<file path="src/rtl/dope_engine_if.sv">
// ---------------------------------------------------------------------------
// dope_engine_if : control, frame-buffer read and write bus of dope_engine
// Revision 1.0
// ---------------------------------------------------------------------------
`default_nettype none

interface dope_engine_if #(
  parameter int PIX_W  = 8,
  parameter int ADDR_W = 16,
  parameter int OFF_W  = 4
);
  logic              start;
  logic              buffer_select;
  logic [2:0]        op;
  logic [OFF_W-1:0]  offset;
  logic [PIX_W-1:0]  fill_pixel;
  logic [PIX_W-1:0]  fb0_q;
  logic [PIX_W-1:0]  fb1_q;
  logic [ADDR_W-1:0] rd_addr;
  logic [ADDR_W-1:0] wr_addr;
  logic [PIX_W-1:0]  wr_data;
  logic              fb0_we;
  logic              fb1_we;
  logic              busy;
  logic              done;

  modport master (
    output start, buffer_select, op, offset, fill_pixel, fb0_q, fb1_q,
    input  rd_addr, wr_addr, wr_data, fb0_we, fb1_we, busy, done
  );

  modport slave (
    input  start, buffer_select, op, offset, fill_pixel, fb0_q, fb1_q,
    output rd_addr, wr_addr, wr_data, fb0_we, fb1_we, busy, done
  );
endinterface

`default_nettype wire

</file>
<file path="src/rtl/dope_engine.sv">
// ---------------------------------------------------------------------------
// dope_engine : streams one frame buffer through a pixel op into the other
// Revision 1.0
// ---------------------------------------------------------------------------
`default_nettype none

module dope_engine #(
  parameter int R_BITS  = 3,
  parameter int G_BITS  = 3,
  parameter int B_BITS  = 2,
  parameter int ADDR_W  = 16,
  parameter int NUM_PIX = 19200,
  parameter int OFF_W   = 4
) (
  input  logic         Clk,
  input  logic         Reset_n,
  dope_engine_if.slave bus
);

  localparam int PIX_W = R_BITS + G_BITS + B_BITS;
  localparam int MW    = (R_BITS > G_BITS) ? ((R_BITS > B_BITS) ? R_BITS : B_BITS)
                                           : ((G_BITS > B_BITS) ? G_BITS : B_BITS);
  localparam int CW    = ((MW > OFF_W) ? MW : OFF_W) + 2;
  localparam int SW    = ((R_BITS > G_BITS) ? R_BITS : G_BITS) + 2;
  localparam logic [ADDR_W-1:0] LAST_ADDR = ADDR_W'(NUM_PIX - 1);

  localparam logic [2:0] OP_FILL   = 3'd0;
  localparam logic [2:0] OP_INVERT = 3'd1;
  localparam logic [2:0] OP_GREY   = 3'd2;
  localparam logic [2:0] OP_OFFSET = 3'd3;

  typedef enum logic [1:0] {
    IDLE  = 2'd0,
    RUN   = 2'd1,
    DRAIN = 2'd2,
    DONE  = 2'd3
  } state_t;

  state_t            state;
  logic [2:0]        lat_op;
  logic [OFF_W-1:0]  lat_off;
  logic [PIX_W-1:0]  lat_fill;
  logic              lat_sel;
  logic [ADDR_W-1:0] rd_addr;
  logic [ADDR_W-1:0] wr_addr;
  logic              we0;
  logic              we1;
  logic              busy;
  logic              done;

  always_ff @(posedge Clk or negedge Reset_n) begin
    if (!Reset_n) begin
      state    <= IDLE;
      lat_op   <= '0;
      lat_off  <= '0;
      lat_fill <= '0;
      lat_sel  <= 1'b0;
      rd_addr  <= '0;
      wr_addr  <= '0;
      we0      <= 1'b0;
      we1      <= 1'b0;
      busy     <= 1'b0;
      done     <= 1'b0;
    end else begin
      we0  <= 1'b0;
      we1  <= 1'b0;
      done <= 1'b0;
      case (state)
        IDLE: begin
          if (bus.start) begin
            lat_op   <= bus.op;
            lat_off  <= bus.offset;
            lat_fill <= bus.fill_pixel;
            lat_sel  <= bus.buffer_select;
            rd_addr  <= '0;
            busy     <= 1'b1;
            if (bus.op[2]) begin
              state <= DONE;
              done  <= 1'b1;
            end else begin
              state <= RUN;
            end
          end
        end
        RUN: begin
          // Write-back of the address issued this cycle lands next cycle
          wr_addr <= rd_addr;
          we0     <= ~lat_sel;
          we1     <= lat_sel;
          if (rd_addr == LAST_ADDR) begin
            state   <= DRAIN;
            rd_addr <= '0;
          end else begin
            rd_addr <= rd_addr + ADDR_W'(1);
          end
        end
        DRAIN: begin
          state <= DONE;
          done  <= 1'b1;
        end
        DONE: begin
          state <= IDLE;
          busy  <= 1'b0;
        end
        default: state <= IDLE;
      endcase
    end
  end

  logic [PIX_W-1:0] src;
  logic [SW-1:0]    grey_half;
  logic [CW-1:0]    off_ext;
  logic [PIX_W-1:0] off_pix;
  logic [PIX_W-1:0] grey_pix;
  logic [PIX_W-1:0] pix;

  assign src       = lat_sel ? bus.fb0_q : bus.fb1_q;
  assign off_ext   = {{(CW-OFF_W){lat_off[OFF_W-1]}}, lat_off};
  assign grey_half = SW'((SW'(src[PIX_W-1 -: R_BITS]) + SW'(src[B_BITS +: G_BITS])
                        + SW'(src[B_BITS-1:0])) >> 1);

  for (genvar c = 0; c < 3; c++) begin : g_chan
    localparam int W   = (c == 0) ? R_BITS : ((c == 1) ? G_BITS : B_BITS);
    localparam int LSB = (c == 0) ? (G_BITS + B_BITS) : ((c == 1) ? B_BITS : 0);
    localparam logic [CW-1:0] CMAX = CW'((1 << W) - 1);

    logic signed [CW-1:0] sum;
    logic [CW-1:0]        grey_ext;
    logic [W-1:0]         off_o;
    logic [W-1:0]         grey_o;

    // CW leaves headroom so the signed sum never wraps before saturation
    assign sum      = $signed(CW'(src[LSB +: W])) + $signed(off_ext);
    assign grey_ext = CW'(grey_half);

    always_comb begin
      off_o  = sum[W-1:0];
      grey_o = grey_ext[W-1:0];
      if (sum[CW-1])
        off_o = '0;
      else if (sum > $signed(CMAX))
        off_o = '1;
      if (grey_ext > CMAX)
        grey_o = '1;
    end

    assign off_pix[LSB +: W]  = off_o;
    assign grey_pix[LSB +: W] = grey_o;
  end

  always_comb begin
    pix = '0;
    case (lat_op)
      OP_FILL:   pix = lat_fill;
      OP_INVERT: pix = ~src;
      OP_GREY:   pix = grey_pix;
      OP_OFFSET: pix = off_pix;
      default:   pix = '0;
    endcase
  end

  assign bus.rd_addr = rd_addr;
  assign bus.wr_addr = wr_addr;
  assign bus.wr_data = (we0 | we1) ? pix : '0;
  assign bus.fb0_we  = we0;
  assign bus.fb1_we  = we1;
  assign bus.busy    = busy;
  assign bus.done    = done;

endmodule

`default_nettype wire

</file>
<file path="src/flat_wrapper.sv">
// flat-port wrapper written by rule: the top's interface ports become plain ports
module dope_engine_flat 
#(
  parameter int R_BITS  = 3,
  parameter int G_BITS  = 3,
  parameter int B_BITS  = 2,
  parameter int ADDR_W  = 16,
  parameter int NUM_PIX = 19200,
  parameter int OFF_W   = 4
)
  (Clk, Reset_n, bus_start, bus_buffer_select, bus_op, bus_offset, bus_fill_pixel, bus_fb0_q, bus_fb1_q, bus_rd_addr, bus_wr_addr, bus_wr_data, bus_fb0_we, bus_fb1_we, bus_busy, bus_done);
  dope_engine_if #(.PIX_W(8), .ADDR_W(ADDR_W), .OFF_W(OFF_W)) bus_i ();
  input  logic Clk;
  input  logic Reset_n;
  input wire logic [$bits(bus_i.start)-1:0] bus_start;
  input wire logic [$bits(bus_i.buffer_select)-1:0] bus_buffer_select;
  input wire logic [$bits(bus_i.op)-1:0] bus_op;
  input wire logic [$bits(bus_i.offset)-1:0] bus_offset;
  input wire logic [$bits(bus_i.fill_pixel)-1:0] bus_fill_pixel;
  input wire logic [$bits(bus_i.fb0_q)-1:0] bus_fb0_q;
  input wire logic [$bits(bus_i.fb1_q)-1:0] bus_fb1_q;
  output wire logic [$bits(bus_i.rd_addr)-1:0] bus_rd_addr;
  output wire logic [$bits(bus_i.wr_addr)-1:0] bus_wr_addr;
  output wire logic [$bits(bus_i.wr_data)-1:0] bus_wr_data;
  output wire logic [$bits(bus_i.fb0_we)-1:0] bus_fb0_we;
  output wire logic [$bits(bus_i.fb1_we)-1:0] bus_fb1_we;
  output wire logic [$bits(bus_i.busy)-1:0] bus_busy;
  output wire logic [$bits(bus_i.done)-1:0] bus_done;
  assign bus_i.start = bus_start;
  assign bus_i.buffer_select = bus_buffer_select;
  assign bus_i.op = bus_op;
  assign bus_i.offset = bus_offset;
  assign bus_i.fill_pixel = bus_fill_pixel;
  assign bus_i.fb0_q = bus_fb0_q;
  assign bus_i.fb1_q = bus_fb1_q;
  assign bus_rd_addr = bus_i.rd_addr;
  assign bus_wr_addr = bus_i.wr_addr;
  assign bus_wr_data = bus_i.wr_data;
  assign bus_fb0_we = bus_i.fb0_we;
  assign bus_fb1_we = bus_i.fb1_we;
  assign bus_busy = bus_i.busy;
  assign bus_done = bus_i.done;
  dope_engine #(.R_BITS(R_BITS), .G_BITS(G_BITS), .B_BITS(B_BITS), .ADDR_W(ADDR_W), .NUM_PIX(NUM_PIX), .OFF_W(OFF_W)) u_core (.Clk(Clk), .Reset_n(Reset_n), .bus(bus_i));
endmodule
</file>
<file path="config.mk">
export PLATFORM = sky130hd
export DESIGN_NAME = dope_engine_flat
export DESIGN_NICKNAME = d
export VERILOG_FILES = /design/src/rtl/dope_engine_if.sv /design/src/rtl/dope_engine.sv /design/src/flat_wrapper.sv
export SDC_FILE = /design/constraint.sdc
export NUM_CORES = 1
export LEC_CHECK = 0
export ABC_AREA = 1
export BUFFER_PORTS_ARGS = -buffer_cell sky130_fd_sc_hd__buf_2
export CAP_MARGIN = 20
export CORE_MARGIN = 2
export CORE_UTILIZATION = 49
export CTS_CLUSTER_SIZE = 16
export DETAILED_ROUTE_END_ITERATION = 16
export PLACE_DENSITY = 0.77
export SYNTH_ARGS = -nofsm -noshare
export SYNTH_HDL_FRONTEND = slang
export SYNTH_SLANG_ARGS = --single-unit
export TNS_END_PERCENT = 30
</file>
<file path="constraint.sdc">
create_clock -name Clk -period 2.5 [get_ports Clk]
set_clock_uncertainty 0.15 [all_clocks]
set_input_delay 0.125 -clock Clk [delete_from_list [all_inputs] [get_ports Clk]]
set_output_delay 0.125 -clock Clk [all_outputs]
set_load 0.01 [all_outputs]
</file>
* After elaboration in Yosys (flattened, before gate mapping) *
Cells that the tools add are included.

storage, ports and cells
  bits of input ports = 35
  register bits = 54
  logic and storage cells = 67
  output and inout bits = 44

cells by class
  bitwise logic cells = 3
  reduce and logical (&&, ||, !) cells = 8
  mux-type cells = 25
  add/sub/neg operators = 6
  equality and inequality tests = 9
  $lt $le $gt $ge = 5

operator list
  operator                                                       number
  two-way mux 16 bit                                             2
  one-hot mux 16 bit (2 select lines)                            1
  one-hot mux 8 bit (4 select lines)                             1
  adder 16 x 1 -> 16 bit, second input constant                  1
  equality test 16 x 15 -> 1 bit, second input constant          1
  two-way mux 8 bit                                              2
  two-way mux 3 bit                                              5
  greater-than comparator 6 x 4 -> 1 bit, second input constant  2
  two-way mux 2 bit                                              6
  adder 4 x 4 -> 5 bit                                           2
  NOT 8 bit                                                      1
  one-hot mux 2 bit (4 select lines)                             1
  AND reduction 2 bit                                            4
  equality test 3 x 2 -> 1 bit, second input constant            2
  greater-than comparator 6 x 3 -> 1 bit, second input constant  1
  adder 3 x 4 -> 5 bit                                           1
  adder 5 x 2 -> 5 bit                                           1
  two-way mux 1 bit                                              5
  adder 3 x 3 -> 4 bit                                           1
  equality test 2 bit, second input constant                     2
  greater-than comparator 4 x 2 -> 1 bit, second input constant  1
  greater-than comparator 4 x 3 -> 1 bit, second input constant  1
  one-hot mux 1 bit (2 select lines)                             2
  nonzero test 2 bit                                             2
  8 further kinds                                                8

* Logic depth before layout (Yosys ltp) *
Gate-level depths: netlist (run 1).

  depth in word-level cells = 7
  depth in mapped cells = 15
  depth with buffers taken out = 15

* Worst setup path before layout (run 1) *
No wires, ideal clock.

  kind = register -> output
  start = register u_core.lat_sel
  end = output bus_wr_data[3]
  arrival time = 2.561 ns
  cell stages (with the launch flop) = 15
  setup slack = -0.336 ns
  cell sequence = dfrtp_1 inv_1 or2_1 o21ai_2 inv_1 fa_1 inv_1 fa_1 inv_1 nand3_1 inv_1 nand2_1 a21oi_1 nor2_1 a21oi_1

on the way
  cells in the longest elaborated chain, start to end = 7

RTL lines
  element                                                                         RTL line                                source
  from (decl)                                                                     dope_engine.sv:43                       logic lat_sel;
  from (signal assigned)                                                          dope_engine.sv:74                       lat_sel <= bus.buffer_select;
  two-way mux 8 bit *                                                             dope_engine.sv:117                      assign src = lat_sel ? bus.fb0_q : bus.fb1_q;
  adder 3 x 3 -> 4 bit or adder 4 x 4 -> 5 bit (tied branches)                    dope_engine.sv:119, dope_engine.sv:133
  adder 5 x 2 -> 5 bit or greater-than comparator 6 x 4 -> 1 bit (tied branches)  dope_engine.sv:120, dope_engine.sv:141
  greater-than comparator 4 x 3 -> 1 bit or two-way mux 3 bit (tied branches)     dope_engine.sv:143, dope_engine.sv:141
  two-way mux 3 bit (on tied branches)                                            dope_engine.sv:143, dope_engine.sv:139
  one-hot mux 8 bit (4 select lines) *                                            dope_engine.sv:153                      case (lat_op)
  two-way mux 8 bit *                                                             dope_engine.sv:164                      assign bus.wr_data = (we0 | we1) ? pix : '0;
  to (decl)                                                                       flat_wrapper.sv:24                      output wire logic [$bits(bus_i.wr_data)-1:0] bus_wr_data;

Mark *: on every way between the ends. The rest lies on a longest branch, timed or not.

* Worst setup path after layout (run 1) *
Same ends and word-level chain as after synthesis.

==> results of run 1 <==
## registers in the layout, summed over array words and instances, names as in the netlist
name,cells
u_core.bus.rd_addr,16
u_core.bus.wr_addr,16
u_core.lat_fill,8
u_core.lat_off,4
u_core.lat_op,3
u_core.state,2
u_core.bus.busy,1
u_core.bus.done,1
u_core.bus.fb0_we,1
u_core.bus.fb1_we,1
u_core.lat_sel,1
## repair_timing
action	in CTS	in global routing
setup endpoints to repair	8	8
setup buffers	3	0
endpoints found under the hold margin	45	0
pin swaps	2	0
gates resized for setup	4	5
hold buffers	17	0
## worst max-delay path: cells and delay by family (launching register included)
kind / cells / cell delay [ps]
adders and majority gates: 3 / 1070
buffers and inverters: 4 / 500
and+or+nand+nor: 5 / 350
AOI/OAI and AO/OA: 2 / 310
DFF: 1 / 420
## per-layer routing
layer / part of all wire, % / vias up / wire length [um]
met1: 47 / 1613 / 4400
met4: 0.87 / 0 / 82
li1: - / 1705 / -
met3: 6.2 / 13 / 586
met5: 0 / - / 0
met2: 46 / 118 / 4380
## cells by family after synthesis
kind of cell,count (synthesis),synth area share [%]
simple gates,258,31.9
buf+inv,64,7.51
compound gates,61,10.3
flops,54,39.8
fa+ha+maj,22,9.21
xor+xnor,5,1.29
## power by group through the flow
stage | combinational (uW) | clock (uW) | sequential, uW
6_report | 207 | 499 | 873
4_1_cts | 196 | 513 | 873
3_3_place_gp | 165 | 0 | 890
3_5_place_dp | 168 | 0 | 890
5_1_grt | 229 | 540 | 873
2_1_floorplan | 86.9 | 0 | 890
## metrics by stage
stage | setup WS [ps] | power [uW] | hold slack [ps]
floorplan | -169 | 977 | -321
CTS | -692 | 1580 | 88.8
detailed placement | -370 | 1060 | 40.1
global placement | -324 | 1050 | 35.3
finish | -717 | 1580 | 84.9
global route | -842 | 1640 | 105
## cell type report
class | count | share of cell area, %
clock buffer | 5 | 1.58
timing repair buffer | 117 | 17.1
tap | 80 | 2.30
inverter | 55 | 4.81
clock inverter | 2 | 0.317
multi-input combinational | 346 | 42.8
sequential | 54 | 31.1
## placed cells by master, fill, tap and decap left out, drive strengths merged, types with 8 or more instances in the layout
| cell | netlist | final |
|---|---|---|
| nand4 | 10 | 10 |
| inv | 55 | 56 |
| dlygate4sd3 | 0 | 17 |
| nor3 | 8 | 8 |
| dfrtp | 54 | 54 |
| nand3 | 29 | 29 |
| nor2 | 39 | 39 |
| o21ai | 37 | 37 |
| ha | 17 | 17 |
| a21oi | 18 | 18 |
| nand2 | 169 | 169 |
| buf | 3 | 100 |
## path summary, 6_finish.rpt
| path | start | to | slack (ps) |
|---|---|---|---|
| max | u_core.lat_sel | bus_wr_data[3] | -720 |
| min | bus_start | u_core.state[1] | 80 |
| max reg2reg | u_core.state[0] | u_core.bus.rd_addr[8] | 440 |
| min reg2reg | u_core.bus.wr_addr[4] | u_core.bus.wr_addr[4] | 330 |
| max in group asynchronous | Reset_n | u_core.lat_op[2] | 1410 |
| min in group asynchronous | Reset_n | u_core.bus.rd_addr[15] | 220 |
==> results.yml, run 1 <==
power:
  p_leak_uw: 0.00235
  p_comb_share_pct: 13.1
  ir_worst_vdd_mv: 0.260
  swShare_pct: 26.2
  p_clk_share_pct: 31.6
  switchingPower_uw: 414
  powerDensity_nw_per_um2: 363
  p_int_uw: 1160
  pwr-share-seq_pct: 55.3
worst_setup_path:
  worst-r2r-cell-count: 8
  cp-start-kind: "register"
  cp_max_fo: 7
  slowest_delay_ps: 510
  slowest_stage: "fa_1"
  critical_path_class: "reg -> out"
  cp-end-kind: "output pin"
  crit_chain: "buf_6 -> nand2_2 -> nand2_1 -> ha_2 -> fa_1 -> inv_1 -> fa_2 -> buf_4 -> nand2_1 -> nand2_2 -> a21oi_4 -> nor2_1 -> a21oi_2 -> buf_2"
  crit_required_ps: 2230
  arrival_ps: 2940
logic_synthesis:
  synth.most_common_cell: "nand2_1"
  synth_top_area_cell: "dfrtp_1"
  synth.top_cell.area_share_pct: 39.8
  yosysSeqAreaShare_pct: 39.8
  synth_cell_type_count: 35
  avgSynthCellArea_um2: 7.32
  synth_top_cells_by_count: "nand2_1, dfrtp_1, inv_1"
  async_flop_share_pct: 100
  synth_area_leaders: "dfrtp_1, nand2_1, ha_1, inv_1, o21ai_0"
  synth_cells: 464
  synth_edf_count: 0
  synth_ff_type: "dfrtp_1"
  ys_ff_latch: 54
  netlist_area_um2: 3400
  synth_nets: 521
  yosysWarningCount: 0
placement:
  postPlaceCellArea_um2: 4030
  dp_hpwl_um: 7150
  gp_congestion: 0.981
  port_buffers: 78
  placedCellCount: 632
timing:
  setup_viol: 8
  min_period_ps: 3220
  fin_ws_ps: -717
  max_clock_freq_mhz: 311
  final.period_utilization_pct: 129
  fin_setup_tns_ps: -5250
  hold_viol_final: 0
  tightestPinTransition_ps: 709
  rsz0062_at_grt: "yes"
  slew_headroom_pct: 52.5
  slew_viol_final: 0
global_route:
  grt.busiest_layer: "met2"
  gr-usage-met3_pct: 4.55
  grt_pass1_vias: 3185
  antenna_found_initial: 0
  grt_pass1_wl_um: 15300
  grt_use_total_pct: 25.8
  grt_max_degree: 30
  globalRouteOverflowTotal: 0
  grt_use_met1_pct: 38.2
  use_met2_pct: 40.4
cells_and_area:
  drive_above_1_share_pct: 24.7
  multi_input_area_um2: 1860
  fin_nets: 636
  fillCellCount: 626
  final_cells: 659
  regArea_um2: 1350
  antenna_cells: 0
  final_cell_area_um2: 4350
  areaGrowthSynthToFinish_pct: 28.0
  fin_util_pct: 64.4
clocking:
  htree_levels: 2
  numCtsBuffers: 5
  cts_root_buffer: "clkbuf_8"
  clock_path_buffers: 2
  clkTransAtPathRegs_ps: 110
  clock_latency_ps: 310
  clock_sinks: 54
  cts_tree: "done"
floorplan:
  io_pins: 79
  core_um2: 6760
  start_util_pct: 50.3
  die_w_um: 87.3
  die_h_um: 87.3
  rows: 30
  die_area_um2: 7610
status:
  violations: "negative setup slack"
  status: "complete, but fails checks"
drt:
  drtIter0Drc: 232
  first_pass_iters: 5
  ant_nets: 0
  routedWlPerCell_um: 14.3
  vias: 3449
  drc: 0
  vias_per_cell: 5.23
  routed_wl_um: 9450
min_path:
  hp-class: "in -> reg"
  hold_depth: 5
run:
  maxCapViolCount: 0
No activity file was read; power rests on OpenSTA's default activity.
==> inputs of run 2 (changes only) <==
--- a/config.mk
+++ b/config.mk
@@ -12,6 +12,7 @@
 export CORE_UTILIZATION = 49
 export CTS_CLUSTER_SIZE = 16
 export DETAILED_ROUTE_END_ITERATION = 16
+export MAX_ROUTING_LAYER = met4
 export PLACE_DENSITY = 0.77
 export SYNTH_ARGS = -nofsm -noshare
 export SYNTH_HDL_FRONTEND = slang
==> run 2 against run 1 <==
Net effect:
- the flow still finishes with violations (negative setup slack)
- non-clock buffer count grew 3
- critical path depth grew 1
- clock power grew 29%
- setup slack lost 35 ps
- hold slack gained 4.1 ps
- global-route usage grew 1.1 points
- largest cell class unchanged
==> results.yml, run 2 (same netlist as run 1, synthesis figures left out) <==
status:
  status: "complete, but fails checks"
  violations: "negative setup slack"
cells_and_area:
  antenna_cells: 0
  drive_above_1_share_pct: 25.6
  areaGrowthSynthToFinish_pct: 30.2
  fin_nets: 639
  layout_commonest_cell: "nand2_1"
  reg_top3: "u_core.bus.rd_addr (16), u_core.bus.wr_addr (16), u_core.lat_fill (8)"
  final_cell_mix: "nand2_1, buf_2, dfrtp_1"
  final_cells: 663
timing:
  rsz0062_at_grt: "yes"
  tightestPinTransition_ps: 683
  fin_hold_ws_ps: 88.9
  max_clock_freq_mhz: 308
  slew_viol_final: 0
  min_period_ps: 3250
  hold_viol_final: 0
  setup_viol: 8
  slew_headroom_pct: 54.3
  fin_ws_ps: -752
  final.period_utilization_pct: 130
  fin_setup_tns_ps: -5420
clocking:
  clkTransAtPathRegs_ps: 110
  clock_latency_ps: 310
  cts_root_buffer: "clkbuf_8"
  clock_sinks: 54
  htree_levels: 2
  clock_path_buffers: 2
  numCtsBuffers: 5
  cts_tree: "done"
global_route:
  grt_pass1_wl_um: 15600
  globalRouteOverflowTotal: 0
  antenna_found_initial: 0
  grt.busiest_layer: "met2"
  use_met2_pct: 39.8
  grt_pass1_vias: 3240
  grt_max_degree: 30
  grt_use_met1_pct: 39.1
  gr-usage-met3_pct: 4.36
  grt_use_total_pct: 26.9
power:
  swShare_pct: 24.7
  p_leak_uw: 0.00238
  p_int_uw: 1310
  switchingPower_uw: 429
  p_total_uw: 1740
  ir_worst_vdd_mv: 0.312
  p_clk_share_pct: 37.2
  pwr-share-seq_pct: 50.3
  powerDensity_nw_per_um2: 393
  p_comb_share_pct: 12.6
worst_setup_path:
  worst-r2r-cell-count: 8
  cp_top_family: "adder cells"
  crit_required_ps: 2230
  critical_path_class: "reg -> out"
  path_buf_inv: 5
  slowest_delay_ps: 560
  slowest_stage: "fa_1"
  arrival_ps: 2980
  cp.depth: 15
  crit_chain: "buf_6 -> nand2_2 -> nand2_2 -> ha_4 -> fa_1 -> inv_1 -> fa_2 -> inv_2 -> nand3_4 -> inv_2 -> nand2_4 -> a21oi_4 -> nor2_2 -> a21oi_2 -> buf_2"
  r2r_setup_slack_ps: 360
  cp_max_fo: 4
  cp-end-kind: "output pin"
  cp-start-kind: "register"
floorplan:
  die_w_um: 87.3
  die_area_um2: 7610
  io_pins: 79
  rows: 30
  die_h_um: 87.3
  core_um2: 6760
  start_util_pct: 50.3
placement:
  port_buffers: 78
  dp_hpwl_um: 7110
  gp_congestion: 1.12
  placedCellCount: 634
drt:
  drc: 0
  drtIter0Drc: 208
  routed_wl_um: 9430
  vias_per_cell: 5.20
  routedWlPerCell_um: 14.2
  first_pass_iters: 5
  ant_nets: 0
  vias: 3448
min_path:
  hp-class: "in -> reg"
  hold_depth: 6
run:
  maxCapViolCount: 0
run 2: metal layers:
| layer | wire, um | share of wire, % |
|---|---|---|
| met5 | 0 | 0 |
| met4 | 53 | 0.56 |
| met3 | 599 | 6.3 |
| met2 | 4280 | 45 |
| met1 | 4500 | 48 |
run 2: what timing repair did:
item | CTS | global route
pin swaps | 2 | 3
hold buffers | 17 | 0
endpoints found under the hold margin | 45 | 0
resized for setup | 1 | 11
setup buffers | 2 | 2
setup endpoints to repair | 8 | 8
run 2: final timing paths:
check	from	to
min	bus_start	u_core.bus.busy
max	u_core.lat_sel	bus_wr_data[3]
min reg2reg	u_core.bus.wr_addr[2]	u_core.bus.wr_addr[2]
max in group asynchronous	Reset_n	u_core.lat_sel
min in group asynchronous	Reset_n	u_core.bus.rd_addr[5]
max reg2reg	u_core.state[0]	u_core.bus.rd_addr[7]
run 2: layout make-up:
class                           instances  area, um2
Clock buffer                            6       82.6
Clock inverter                          2       38.8
Fill cell                             605       2330
Inverter                               55        209
Multi-Input combinational cell        346       1880
Sequential cell                        54       1350
Tap cell                               80        100
Timing Repair Buffer                  120        764
run 2: worst reg2reg max path: stages (launching register included):
cell,delay [ps]
dfrtp_1,420
inv_1,120
ha_1,290
nand2_2,250
o21ai_4,240
inv_4,160
o21ai_0,230
o21ai_0,120
nor2_1,110
run 2: stage by stage:
stage               setup slack (ps)  instance area (um2)  util [%]
CTS                             -697                 4360      64.5
global placement                -316                 4050      59.9
detailed placement              -398                 4050      59.9
finish                          -752                 4420      65.5
global route                    -871                 4420      65.5
floorplan                       -169                 3440         -
run 2: power by group through the flow:
| stage | Sequential, uW | Combinational (uW) | Clock (uW) |
|---|---|---|---|
| 6_report | 873 | 218 | 646 |
| 5_1_grt | 873 | 244 | 682 |
| 4_1_cts | 873 | 203 | 659 |
| 3_5_place_dp | 890 | 179 | 0 |
| 3_3_place_gp | 890 | 175 | 0 |
| 2_1_floorplan | 890 | 86.9 | 0 |
